File: config.mk
export PLATFORM = sky130hd
export DESIGN_NAME = seq_shifter
export DESIGN_NICKNAME = d
export VERILOG_FILES = /design/src/rtl/shift_pkg.sv /design/src/rtl/shift_stage.sv /design/src/rtl/seq_shifter.sv
export SDC_FILE = /design/constraint.sdc
export NUM_CORES = 1
export LEC_CHECK = 0
export ABC_AREA = 1
export CORE_MARGIN = 3
export CORE_UTILIZATION = 45
export DETAILED_ROUTE_END_ITERATION = 6
export PLACE_DENSITY = 0.71
export REMOVE_ABC_BUFFERS = 1
export SYNTH_ARGS = -nofsm -noshare
export SYNTH_HDL_FRONTEND = slang
export SYNTH_SLANG_ARGS = --single-unit
File: constraint.sdc
create_clock -name clk -period 2.3 [get_ports clk]
set_input_delay 0.23 -clock clk [delete_from_list [all_inputs] [get_ports clk]]
set_output_delay 0.23 -clock clk [all_outputs]
set_load 0.005 [all_outputs]
File: src/rtl/shift_pkg.sv
// Shared types for the sequential shifter: operation encoding and FSM states.
package shift_pkg;

  typedef enum logic [1:0] {
    SHIFT_SLL = 2'b00,
    SHIFT_SRL = 2'b01,
    SHIFT_SRA = 2'b10,
    SHIFT_ROR = 2'b11
  } shift_op_e;

  typedef enum logic [1:0] {
    ST_IDLE  = 2'b00,
    ST_SHIFT = 2'b01,
    ST_DONE  = 2'b10
  } shift_state_e;

endpackage

File: src/rtl/shift_stage.sv
// Combinational single-step shifter: shifts data by k in 0..STEP for the selected op.
module shift_stage
  import shift_pkg::*;
#(
  parameter int unsigned WIDTH = 32,
  parameter int unsigned STEP  = 4,
  parameter int unsigned KW    = $clog2(STEP + 1)
) (
  input  logic [WIDTH-1:0] data_i,
  input  shift_op_e        op_i,
  input  logic [KW-1:0]    k_i,
  output logic [WIDTH-1:0] data_o
);

  function automatic logic [WIDTH-1:0] shift_const(logic [WIDTH-1:0] d, shift_op_e op,
                                                   int unsigned s);
    logic [WIDTH-1:0] res;
    unique case (op)
      SHIFT_SLL: res = d << s;
      SHIFT_SRL: res = d >> s;
      SHIFT_SRA: res = WIDTH'($signed(d) >>> s);
      SHIFT_ROR: res = (s == 0) ? d : ((d >> s) | (d << (WIDTH - s)));
      default:   res = d;
    endcase
    return res;
  endfunction

  // One constant-amount shifter per legal k, selected by k_i.
  always_comb begin
    data_o = data_i;
    for (int unsigned s = 0; s <= STEP; s++) begin
      if (k_i == KW'(s)) begin
        data_o = shift_const(data_i, op_i, s);
      end
    end
  end

endmodule

File: src/rtl/seq_shifter.sv
// Multi-cycle shifter: accepts one op via valid/ready, shifts up to STEP bits per cycle,
// then holds the result until the consumer takes it.
module seq_shifter
  import shift_pkg::*;
#(
  parameter int unsigned WIDTH   = 32,
  parameter int unsigned STEP    = 4,
  parameter int unsigned SHAMT_W = $clog2(WIDTH)
) (
  input  logic               clk,
  input  logic               rst_n,
  input  logic               in_valid,
  output logic               in_ready,
  input  logic [1:0]         in_op,
  input  logic [SHAMT_W-1:0] in_shamt,
  input  logic [WIDTH-1:0]   in_data,
  output logic               out_valid,
  input  logic               out_ready,
  output logic [WIDTH-1:0]   out_data,
  output logic               busy
);

  localparam int unsigned KW = $clog2(STEP + 1);

  shift_state_e       state_q, state_d;
  logic [WIDTH-1:0]   data_q, data_d;
  logic [SHAMT_W-1:0] rem_q, rem_d;
  shift_op_e          op_q, op_d;
  logic [KW-1:0]      k;
  logic [WIDTH-1:0]   stage_out;

  always_comb begin
    if (32'(rem_q) < STEP) begin
      k = KW'(rem_q);
    end else begin
      k = KW'(STEP);
    end
  end

  shift_stage #(
    .WIDTH (WIDTH),
    .STEP  (STEP),
    .KW    (KW)
  ) u_stage (
    .data_i (data_q),
    .op_i   (op_q),
    .k_i    (k),
    .data_o (stage_out)
  );

  always_comb begin
    state_d = state_q;
    data_d  = data_q;
    rem_d   = rem_q;
    op_d    = op_q;
    unique case (state_q)
      ST_IDLE: begin
        if (in_valid) begin
          data_d  = in_data;
          rem_d   = in_shamt;
          op_d    = shift_op_e'(in_op);
          state_d = (in_shamt == '0) ? ST_DONE : ST_SHIFT;
        end
      end
      ST_SHIFT: begin
        data_d = stage_out;
        rem_d  = rem_q - SHAMT_W'(k);
        if (rem_d == '0) begin
          state_d = ST_DONE;
        end
      end
      ST_DONE: begin
        if (out_ready) begin
          state_d = ST_IDLE;
        end
      end
      default: state_d = ST_IDLE;
    endcase
  end

  // Outputs decode only from registered state, so no input reaches an output combinationally.
  always_comb begin
    in_ready  = (state_q == ST_IDLE);
    out_valid = (state_q == ST_DONE);
    busy      = (state_q != ST_IDLE);
    out_data  = (state_q == ST_DONE) ? data_q : '0;
  end

  always_ff @(posedge clk or negedge rst_n) begin
    if (!rst_n) begin
      state_q <= ST_IDLE;
      data_q  <= '0;
      rem_q   <= '0;
      op_q    <= SHIFT_SLL;
    end else begin
      state_q <= state_d;
      data_q  <= data_d;
      rem_q   <= rem_d;
      op_q    <= op_d;
    end
  end

endmodule

Yosys cells after proc, flatten, opt, wreduce, memory -nomap -nowiden
Cells that the tools add are included.

Logic and storage cells: 61. Register bits: 41.

Bitwise logic cells: 4. Add/subtract/negate cells: 1. Multiplexer cells: 19. Eq/ne operators: 18. Reductions and logical operators: 13. Order comparisons: 1.

Operator list (count): $pmux 32 s4 (4); $mux 32 (6); $pmux 32 s2 (1); $or 28x32->32 (1); $or 29x32->32 (1); $or 30x32->32 (1); $or 31x32->32 (1); $ne 3x3->1 const B (4); $logic_not 5->1 (2); $pmux 5 s2 (1); $mux 2 (4); $reduce_and 8->1 (1); $eq 2x2->1 const B (3); $eq 3x2->1 const B (2); $ne 6x1->1 const B (1); $ne 6x2->1 const B (1); $pmux 2 s3 (1); $lt 5x3->1 const B (1); $mux 5 (1); $sub 5x3->5 (1); $eq 2x1->1 const B (2); $logic_not 2->1 (2); $ne 2x2->1 const B (2); $reduce_and 2->1 (2); other kinds (9) (10).

Longest topological paths before layout
Gate-level depths: netlist of the first run.

Word-level depth: 8. Mapped depth: 14. Depth with buffers taken out: 13.

Cells and area by module
From an unflattened synthesis of the first run, not the netlist that was laid out.

Cells, all modules: 806. Area total of the unflattened synthesis: 4448.0 µm².

Modules (own cells, without submodules): seq_shifter (instances 1, cells each 329, area each 2403.6 µm²); shift_stage (instances 1, cells each 477, area each 2044.5 µm²).

Worst setup path after synthesis of the first run
OpenSTA, ideal clock, no wires.

Path kind: reg2reg. Start point: reg rem_q[4]. End point: reg rem_q[2]. Cell stages (with the launch flop): 9. Period minus slack after synthesis: 1672 ps. Required time: 2173 ps. Setup slack: 628 ps. Path buffers: 1. Library setup time: 127 ps. Arrival time: 1545 ps. Path through: dfrtp_1 -> nor2_2 -> nand2_1 -> buf_6 -> nand2_1 -> ha_1 -> o211ai_1 -> a21oi_1 -> or2_2.

Word-level cells in the longest chain between the ends: 4.

RTL lines: from (decl) (RTL line seq_shifter.sv:27) `logic [SHAMT_W-1:0] rem_q, rem_d;`; from (signal assigned) (RTL line seq_shifter.sv:98) `rem_q <= rem_d;`; $lt 5x3->1 (RTL line seq_shifter.sv:33) `if (32'(rem_q) < STEP) begin`; $mux 3 (RTL line seq_shifter.sv:33); $sub 5x3->5 (RTL line seq_shifter.sv:67) `rem_d = rem_q - SHAMT_W'(k);`; $pmux 5 s2 (RTL line seq_shifter.sv:56) `unique case (state_q)`.

No other way between the ends. A chain may end at the register's enable or synchronous reset.

Worst setup path after layout of the first run
Start point: reg state_q[0]. End point: out out_data[9].

Word-level cells in the longest chain between the ends: 2.

RTL lines: from (decl) (RTL line seq_shifter.sv:25) `shift_state_e state_q, state_d;`; from (signal assigned) (RTL line seq_shifter.sv:96) `state_q <= state_d;`; $eq 2x2->1 (RTL line seq_shifter.sv:86) `out_data = (state_q == ST_DONE) ? data_q : '0;`; $mux 32 (RTL line seq_shifter.sv:86); to (decl) (RTL line seq_shifter.sv:19) `output logic [WIDTH-1:0] out_data,`.

No other way between the ends.

==> impl_metrics.toml, run 1 <==
[clock_network]
cts_sinks = 41
cts_max_path_buffers = 2
cts_max_level = 2
post_cts_buffers = 0
root_buffer = "clkbuf_8"
cts_buffers = 5
cts_tree = "yes"
clk_latency_ns = 0.31
cts.clk_slew.worst_paths_ns = 0.09

[floorplan]
initial_core_util_pct = 47.16
die_area_um2 = 10460
fp.dieH_um = 102.3
die_x_um = 102.3
coreArea_um2 = 8848
io_pins = 78
std_cell_rows = 34

[timing]
rsz0062_at_grt = "no"
setup_viol = 0
finalHoldViolCount = 0
finClkSkew_ns = 0.01060
slew_viol_final = 0
whs_ns = 0.3940
tightestPinTransition_ns = 0.5540
setup_ws_ns = 0.3615
relSlewSlack_pct = 62.97
clock.fmax_mhz = 515.9
finalCritPeriodShare_pct = 84.28
period_needed_ns = 1.938

[routing]
wl_mm = 14.07
viasPerCell = 5.484
vias = 5199
drtAntennaViolNets = 0
wl_per_cell_um = 14.84
drt_pre_antenna_iters = 5
wl_met1_mm = 6.332
met3_length_mm = 1.115
dr_wl_met2_mm = 6.424
drt_iter0_markers = 355
routed.top_layer = "met4"
route.detailed.drc = 0

[critical_path]
crit_arrival_ns = 1.71
critPathSlowestCell = "clkdlybuf4s50_1"
cpPeakStageDelay_ns = 0.51
cp_data_required_time_ns = 2.07
crit_path_cell_trace = "inv_1, nand2_1, buf_4, nor2_1, clkdlybuf4s50_1"
crit_family = "buffers and inverters"
end_kind = "output port"
path_buf_inv = 3
crit_path_max_fanout = 18
path_class = "reg2out"
worstSetupStartpointType = "flip-flop"

[logic_synthesis]
ys_seq_area_share_pct = 24.59
syn_area_um2 = 4173
ys_ff_latch = 41
synth_area_per_cell_um2 = 5.384
yosys_warnings = 0
synthDistinctLibCells = 34
syn_inst = 775

[global_routing]
first_global_vias = 4838
grt_overflow = 0
antenna_found_initial = 0
grt_max_degree = 40
grtUsageTotal_pct = 27.33
grt_pass1_wl_mm = 23.40

[power_and_ir_drop]
p_sw_mw = 4.573
pwr-share-seq_pct = 19.2
power.density_nw_per_um2 = 1567
switching_share_pct = 56.34
p_int_mw = 3.545
clkPwrFrac_pct = 8.0
comb_power_share_pct = 72.8
irDropWorstVdd_uv = 707.6
p_leak_nw = 2.772

[final_layout]
ff_latch_area_um2 = 1026
multiInputGateArea_um2 = 2695
n_fill_cell = 920
layout-drive-gt1-share_pct = 5.238
areaGrowthSynthToFinish_pct = 24.14
final_cell_area_um2 = 5180
diodes = 0
nets = 883

[placement]
placed_area_um2 = 5054
dp_hpwl_mm = 9.783
dp_slack_ns = 0.4111
port_buffers = 77
gp_congestion = 0.9206

[job]
cap_viol_max_count = 0

[worst_hold_path]
hold_class = "in2async"

[outcome]
run_status = "complete, no violations"
cells in the mapped netlist, drive strengths merged:
master,count,area (um2)
nor4,1,6.260
o21ai,30,150.1
inv,62,232.7
buf,30,171.4
or2,2,12.51
a31oi,2,12.51
nor2,111,429.2
nand4,5,31.28
nand3,93,470.5
nand2,324,1219
clkinv,1,8.760
o211ai,3,22.52
nor3,4,31.28
a2bb2oi,1,8.760
clkbuf,13,48.80
nand3b,2,15.01
a21oi,46,245.2
conb,1,3.750
ha,1,12.51
o221ai,1,8.760
o22ai,1,6.260
dfrtp,41,1026
timing repair:
item                      CTS  global route
hold endpoints to repair   16             0
gates resized for setup     0             0
hold buffers                1             0
registers in the layout, indices dropped and copies added (netlist names):
signal   count
data_q      32
state_q      2
rem_q        5
op_q         2
layout by cell type, fill, tap and decap left out, types with 2 or more instances in the layout:
cell type	synthesis	layout
nand2_1	323	323
nor2_1	108	106
nand3_1	92	92
clkdlybuf4s50_1	0	76
inv_1	61	61
a21oi_1	44	44
dfrtp_1	41	41
o21ai_0	25	25
buf_4	5	20
clkbuf_8	0	6
nand4_1	5	5
o21ai_1	5	5
nor2_2	2	3
nor3_1	3	3
o211ai_1	3	3
nor2_4	1	2
nand3b_1	2	2
or2_2	2	2
a31oi_1	2	2
buf_12	0	2
per-stage QoR:
| stage | instances | setup TNS (ns) | power (mW) | utilization [%] |
|---|---|---|---|---|
| 2_1_floorplan | 732 | -31.61 | 5.461 | - |
| 3_3_place_gp | 939 | 0 | 7.254 | 57.11 |
| 3_5_place_dp | 939 | 0 | 7.367 | 57.11 |
| 4_1_cts | 948 | 0 | 8.032 | 58.54 |
| 5_1_grt | 948 | 0 | 9.024 | 58.54 |
| 6_report | 948 | 0 | 8.118 | 58.54 |
final timing paths:
kind / from / to / slack (ns) / depth (start not counted)
max: state_q[0] / out_data[9] / 0.36 / 5
min: rst_n / data_q[21] / 0.39 / 2
max reg2reg: rem_q[4] / data_q[31] / 0.39 / 9
min reg2reg: data_q[19] / data_q[19] / 0.53 / 2
max in group asynchronous: rst_n / rem_q[3] / 1.18 / 3
min in group clk: in_op[0] / op_q[0] / 0.49 / 3
layout make-up:
class	instances	share of cell area, %
clock inverter	1	0.5797
sequential	41	19.81
inverter	63	4.662
timing repair buffer	100	18.65
clock buffer	7	1.667
multi-input combinational	628	52.03
tap	108	2.609
logic make-up (layout without fill, tap and decap cells):
| family | Yosys count | count (layout) | synth area share, % |
|---|---|---|---|
| compound gates | 84 | 84 | 10.88 |
| fa+ha+maj | 1 | 1 | 0.2998 |
| other cells | 1 | 1 | 0.08987 |
| simple gates | 542 | 542 | 53.07 |
| buf+inv | 106 | 171 | 11.06 |
| flops | 41 | 41 | 24.59 |
layer usage:
layer,vias to the layer above,track usage [%]
met1,2328,38.46
met3,27,3.276
met4,0,6.963
met2,275,44.58
li1,2569,-
met5,-,0
power groups by stage:
| stage | combinational [mW] | sequential, mW | clock (mW) |
|---|---|---|---|
| 2_1_floorplan | 4.06 | 1.40 | 0 |
| 6_report | 5.91 | 1.56 | 0.649 |
| 5_1_grt | 6.73 | 1.62 | 0.679 |
| 3_3_place_gp | 5.71 | 1.55 | 0 |
| 4_1_cts | 5.83 | 1.55 | 0.655 |
| 3_5_place_dp | 5.80 | 1.56 | 0 |
Power figures use the tool's default switching activity.
==> run 2, diff against run 1 <==
--- a/config.mk
+++ b/config.mk
@@ -9,7 +9,7 @@
 export CORE_MARGIN = 3
 export CORE_UTILIZATION = 45
 export DETAILED_ROUTE_END_ITERATION = 6
-export PLACE_DENSITY = 0.71
+export PLACE_DENSITY = 0.74
 export REMOVE_ABC_BUFFERS = 1
 export SYNTH_ARGS = -nofsm -noshare
 export SYNTH_HDL_FRONTEND = slang
==> constraint.sdc (replaced) <==
create_clock -name clk -period 1.6 [get_ports clk]
set_input_delay 0.16 -clock clk [delete_from_list [all_inputs] [get_ports clk]]
set_output_delay 0.16 -clock clk [all_outputs]
set_load 0.005 [all_outputs]
==> impl_metrics.toml, run 2 (synthesis gave the netlist of run 1 again) <==
[timing]
rsz0062_at_grt = "yes"
finClkSkew_ns = 0.009651
slew_viol_final = 0
setup_viol = 37
finalHoldViolCount = 0
finalCritPeriodShare_pct = 114.5
tightestPinTransition_ns = 0.5647
whs_ns = 0.3727
setup_ws_ns = -0.2316
clock.fmax_mhz = 546.0
relSlewSlack_pct = 62.35
period_needed_ns = 1.832

[floorplan]
std_cell_rows = 34
fp.dieH_um = 102.3
die_x_um = 102.3
die_area_um2 = 10460
io_pins = 78
coreArea_um2 = 8848
initial_core_util_pct = 47.16

[job]
cap_viol_max_count = 0

[critical_path]
cp_data_required_time_ns = 1.85
crit_path_max_fanout = 5
crit_path_cell_trace = "nor2_2, nand2_2, buf_6, buf_12, nor2_4, buf_6, clkbuf_16, nand2_2, nand3_2, nand3_1, nand2_1, nand2_1, nand2_1"
end_kind = "flip-flop"
path_buf_inv = 4
crit_family = "simple AND/OR/NAND/NOR gates"
worstSetupStartpointType = "flip-flop"
crit_arrival_ns = 2.08
cpPeakStageDelay_ns = 0.39
path_class = "reg2reg"
crit_top_cell = "nand2_1"
critPathSlowestCell = "dfrtp_1"

[power_and_ir_drop]
comb_power_share_pct = 79.7
switching_share_pct = 54.08
power.density_nw_per_um2 = 2397
total_power_mw = 14.43
irDropWorstVdd_uv = 1270
pwr-share-seq_pct = 15.5
p_leak_nw = 3.278
p_int_mw = 6.626
p_sw_mw = 7.805
clkPwrFrac_pct = 4.8

[final_layout]
n_fill_cell = 789
top_register = "data_q"
areaGrowthSynthToFinish_pct = 44.26
layout.cells.non_filler = 999
diodes = 0
nets = 934
final_common_cell = "nand2_1"
final_cell_mix = "301 x nand2_1, 101 x nor2_1, 75 x nand3_1"
largest_reg_flops = 32
top_regs = "data_q x32, rem_q x5"
layout-drive-gt1-share_pct = 20.54

[global_routing]
grtUsageTotal_pct = 30.60
grt_overflow = 0
grt_pass1_wl_mm = 25.68
grt_max_degree = 39
antenna_found_initial = 0
first_global_vias = 5392

[clock_network]
cts_buffers = 5
cts_max_path_buffers = 2
cts_max_level = 2
cts_tree = "yes"
root_buffer = "clkbuf_8"
clk_latency_ns = 0.30
cts_sinks = 41
cts.clk_slew.worst_paths_ns = 0.09

[outcome]
run_status = "complete, but fails checks"
violations = "setup timing"

[routing]
met3_length_mm = 1.800
drt_iter0_markers = 733
route.detailed.drc = 0
wl_mm = 16.36
viasPerCell = 5.741
vias = 5735
wl_per_cell_um = 16.37
routed.top_layer = "met4"
dr_wl_met2_mm = 7.553
drt_pre_antenna_iters = 7
drtAntennaViolNets = 0
wl_met1_mm = 6.400

[placement]
dp.cells = 964
port_buffers = 77
dp_slack_ns = -0.05227
gp_congestion = 0.9740
dp_hpwl_mm = 10.06

[worst_hold_path]
hold_class = "in2async"
[run 2: what timing repair did]
| item | 4_1_cts | 5_1_grt |
|---|---|---|
| gates cloned | 10 | 1 |
| buffers inserted | 10 | 7 |
| hold endpoints to repair | 18 | 0 |
| setup endpoints to repair | 53 | 50 |
| pin swaps | 11 | 29 |
| gates resized for setup | 86 | 124 |
| hold buffers | 1 | 0 |
[run 2: path summary, 6_finish.rpt]
path                                  from          to  slack [ns]  depth (start not counted)
min in group clk                  in_op[0]     op_q[0]        0.44                          3
worst max-delay path              rem_q[4]   data_q[8]       -0.23                         13
worst min register to register  data_q[19]  data_q[19]        0.52                          2
max in group asynchronous            rst_n  data_q[26]        0.59                          3
worst max register to register    rem_q[4]   data_q[8]       -0.23                         13
worst min-delay path                 rst_n  data_q[10]        0.37                          2
[run 2: power by group through the flow]
stage                     Combinational, mW  Clock, mW  Sequential, mW
final                                  11.5      0.699            2.23
after global routing                   12.6      0.749            2.29
after CTS                              10.6      0.716            2.19
after detailed placement               9.07          0            2.19
after global placement                 8.87          0            2.18
after floorplan                        5.84          0            2.01
[run 2: per-layer routing]
metal  vias up  track usage (%)
li1       2681                -
met1      2571            39.28
met2       401            50.77
met3        82            5.666
met4         0            12.21
met5         -                0
[run 2: area by class of cell]
type	instances	area (um2)	area share, %
multi-input combinational	628	2957	49.12
timing repair buffer	151	1570	26.09
sequential	41	1026	17.04
inverter	63	251.5	4.178
tap	108	135.1	2.245
clock buffer	8	80.08	1.330
[run 2: per-stage QoR]
step / utilization (%) / instance area, um2 / TNS [ns]
6_report: 68.03 / 6020 / -5.837
5_1_grt: 68.03 / 6020 / -9.810
3_5_place_dp: 60.17 / 5324 / -0.2034
3_3_place_gp: 60.17 / 5324 / -0.07426
2_1_floorplan: - / 3953 / -58.91
4_1_cts: 66.52 / 5886 / -4.214
[run 2: worst register-to-register path, cell delays in order (launching register included)]
cell	delay, ns
dfrtp_1	0.39
nor2_2	0.15
nand2_2	0.08
buf_6	0.13
buf_12	0.13
nor2_4	0.22
buf_6	0.17
clkbuf_16	0.15
nand2_2	0.05
nand3_2	0.06
nand3_1	0.08
nand2_1	0.08
nand2_1	0.05
nand2_1	0.05
==> run 3, diff against run 2 <==
--- a/config.mk
+++ b/config.mk
@@ -11,6 +11,7 @@
 export DETAILED_ROUTE_END_ITERATION = 6
 export PLACE_DENSITY = 0.74
 export REMOVE_ABC_BUFFERS = 1
+export SKIP_LAST_GASP = 1
 export SYNTH_ARGS = -nofsm -noshare
 export SYNTH_HDL_FRONTEND = slang
 export SYNTH_SLANG_ARGS = --single-unit
==> impl_metrics.toml, run 3 (synthesis gave the netlist of run 1 again) <==
[critical_path]
path_class = "reg2reg"
crit_path_max_fanout = 5
rr_worst_depth = 13
critPathLaunch = "rem_q[4]"
r2r_slack_ns = -0.25
worstSetupStartpointType = "flip-flop"
r2r_start = "rem_q[4]"
cp_data_required_time_ns = 1.84
reg2reg_to = "data_q[8]"
end_kind = "flip-flop"
crit_arrival_ns = 2.09

[global_routing]
grtUsageMet2_pct = 50.67
busiest_layer = "met2"
grt_use_met3_pct = 6.348
antenna_found_initial = 0
grt_pass1_wl_mm = 25.61
first_global_vias = 5346
grt_overflow = 0
grt_use_met1_pct = 38.91
grt_max_degree = 39
grtUsageTotal_pct = 30.39

[floorplan]
die_x_um = 102.3
die_area_um2 = 10460
std_cell_rows = 34
coreArea_um2 = 8848
initial_core_util_pct = 47.16
io_pins = 78
fp.dieH_um = 102.3

[routing]
wl_per_cell_um = 16.88
route.detailed.drc = 0
vias = 5804
drtAntennaViolNets = 0
viasPerCell = 5.752
drt_iter0_markers = 753
drt_pre_antenna_iters = 6
wl_mm = 17.03

[timing]
period_needed_ns = 1.845
clock.fmax_mhz = 541.9
whs_ns = 0.3850
slew_viol_final = 0
setup_ws_ns = -0.2454
setup_viol = 41
finalHoldViolCount = 0
relSlewSlack_pct = 61.58
finalCritPeriodShare_pct = 115.3
finClkSkew_ns = 0.007300
rsz0062_at_grt = "yes"
tightestPinTransition_ns = 0.5763

[final_layout]
nets = 944
final_common_cell = "nand2_1"
diodes = 0
areaGrowthSynthToFinish_pct = 52.32
layout-drive-gt1-share_pct = 18.53
top_regs = "data_q x32, rem_q x5"
fin_util_pct = 71.83
largest_reg_flops = 32
final_cell_mix = "299 x nand2_1, 101 x nor2_1, 72 x nand3_1"
top_register = "data_q"

[clock_network]
cts.clk_slew.worst_paths_ns = 0.09
cts_max_path_buffers = 2
cts_max_level = 2
cts_sinks = 41
cts_buffers = 5
cts_tree = "yes"
clk_latency_ns = 0.30
root_buffer = "clkbuf_8"

[outcome]
violations = "setup timing"
run_status = "complete, but fails checks"

[job]
cap_viol_max_count = 0

[placement]
dp_hpwl_mm = 10.06
gp_congestion = 0.9740
port_buffers = 77

[power_and_ir_drop]
irDropWorstVdd_uv = 1225
p_leak_nw = 3.810
power.density_nw_per_um2 = 2346

[worst_hold_path]
hold_class = "in2async"
run 3: worst max-delay path: stages, from the launching register on:
cell	delay, ns
dfrtp_1	0.39
nor2_2	0.15
nand2_2	0.09
buf_6	0.13
buf_12	0.13
nor2_4	0.21
buf_6	0.16
clkbuf_16	0.16
nand2_2	0.05
nand3_2	0.06
nand3_1	0.07
nand2_1	0.08
nand2_1	0.05
nand2_1	0.06
run 3: per-layer routing:
layer | wire length, um | vias up
li1 | - | 2691
met1 | 6515 | 2573
met2 | 7785 | 450
met3 | 2010 | 90
met4 | 721 | 0
met5 | 0 | -
run 3: layout make-up:
type	instances	area [um2]
timing repair buffer	161	1902
inverter	63	244.0
tap	108	135.1
clock buffer	8	80.08
fill	743	2492
multi-input combinational	628	2967
sequential	41	1028
run 3: worst max-delay path by stage:
stage | endpoint | slack (ns) | cells after the start
4_1_cts | out_data[19] | -0.20 | 5
2_1_floorplan | rem_q[2] | -1.83 | 5
3_3_place_gp | state_q[1] | -0.03 | 11
3_5_place_dp | state_q[0] | -0.05 | 11
6_report | data_q[8] | -0.25 | 13
5_1_grt | data_q[5] | -0.32 | 13
run 3: timing repair:
| item | CTS | global route |
|---|---|---|
| pin swaps | 10 | 47 |
| hold buffers | 1 | 0 |
| resized for setup | 41 | 107 |
| buffers inserted | 10 | 14 |
| endpoints found under the setup margin | 53 | 67 |
| cloned | 10 | 4 |
| endpoints found under the hold margin | 18 | 0 |
run 3: metrics by stage:
stage / cell area [um2] / cells / TNS, ns / setup slack [ns] / power, mW
4_1_cts: 5877 / 993 / -9.038 / -0.1960 / 13.43
3_3_place_gp: 5324 / 964 / -0.07426 / -0.03243 / 11.05
5_1_grt: 6356 / 1009 / -10.64 / -0.3246 / 16.05
2_1_floorplan: 3953 / 732 / -58.91 / -1.831 / 7.851
3_5_place_dp: 5324 / 964 / -0.2034 / -0.05227 / 11.26
6_report: 6356 / 1009 / -6.230 / -0.2454 / 14.91
run 3: report_power, final:
part	switching, mW	internal, mW	leakage, nW	total [mW]
combinational	6.92	5.04	3.28	12.0
sequential	0.646	1.60	0.489	2.25
clock	0.394	0.312	0.0395	0.706
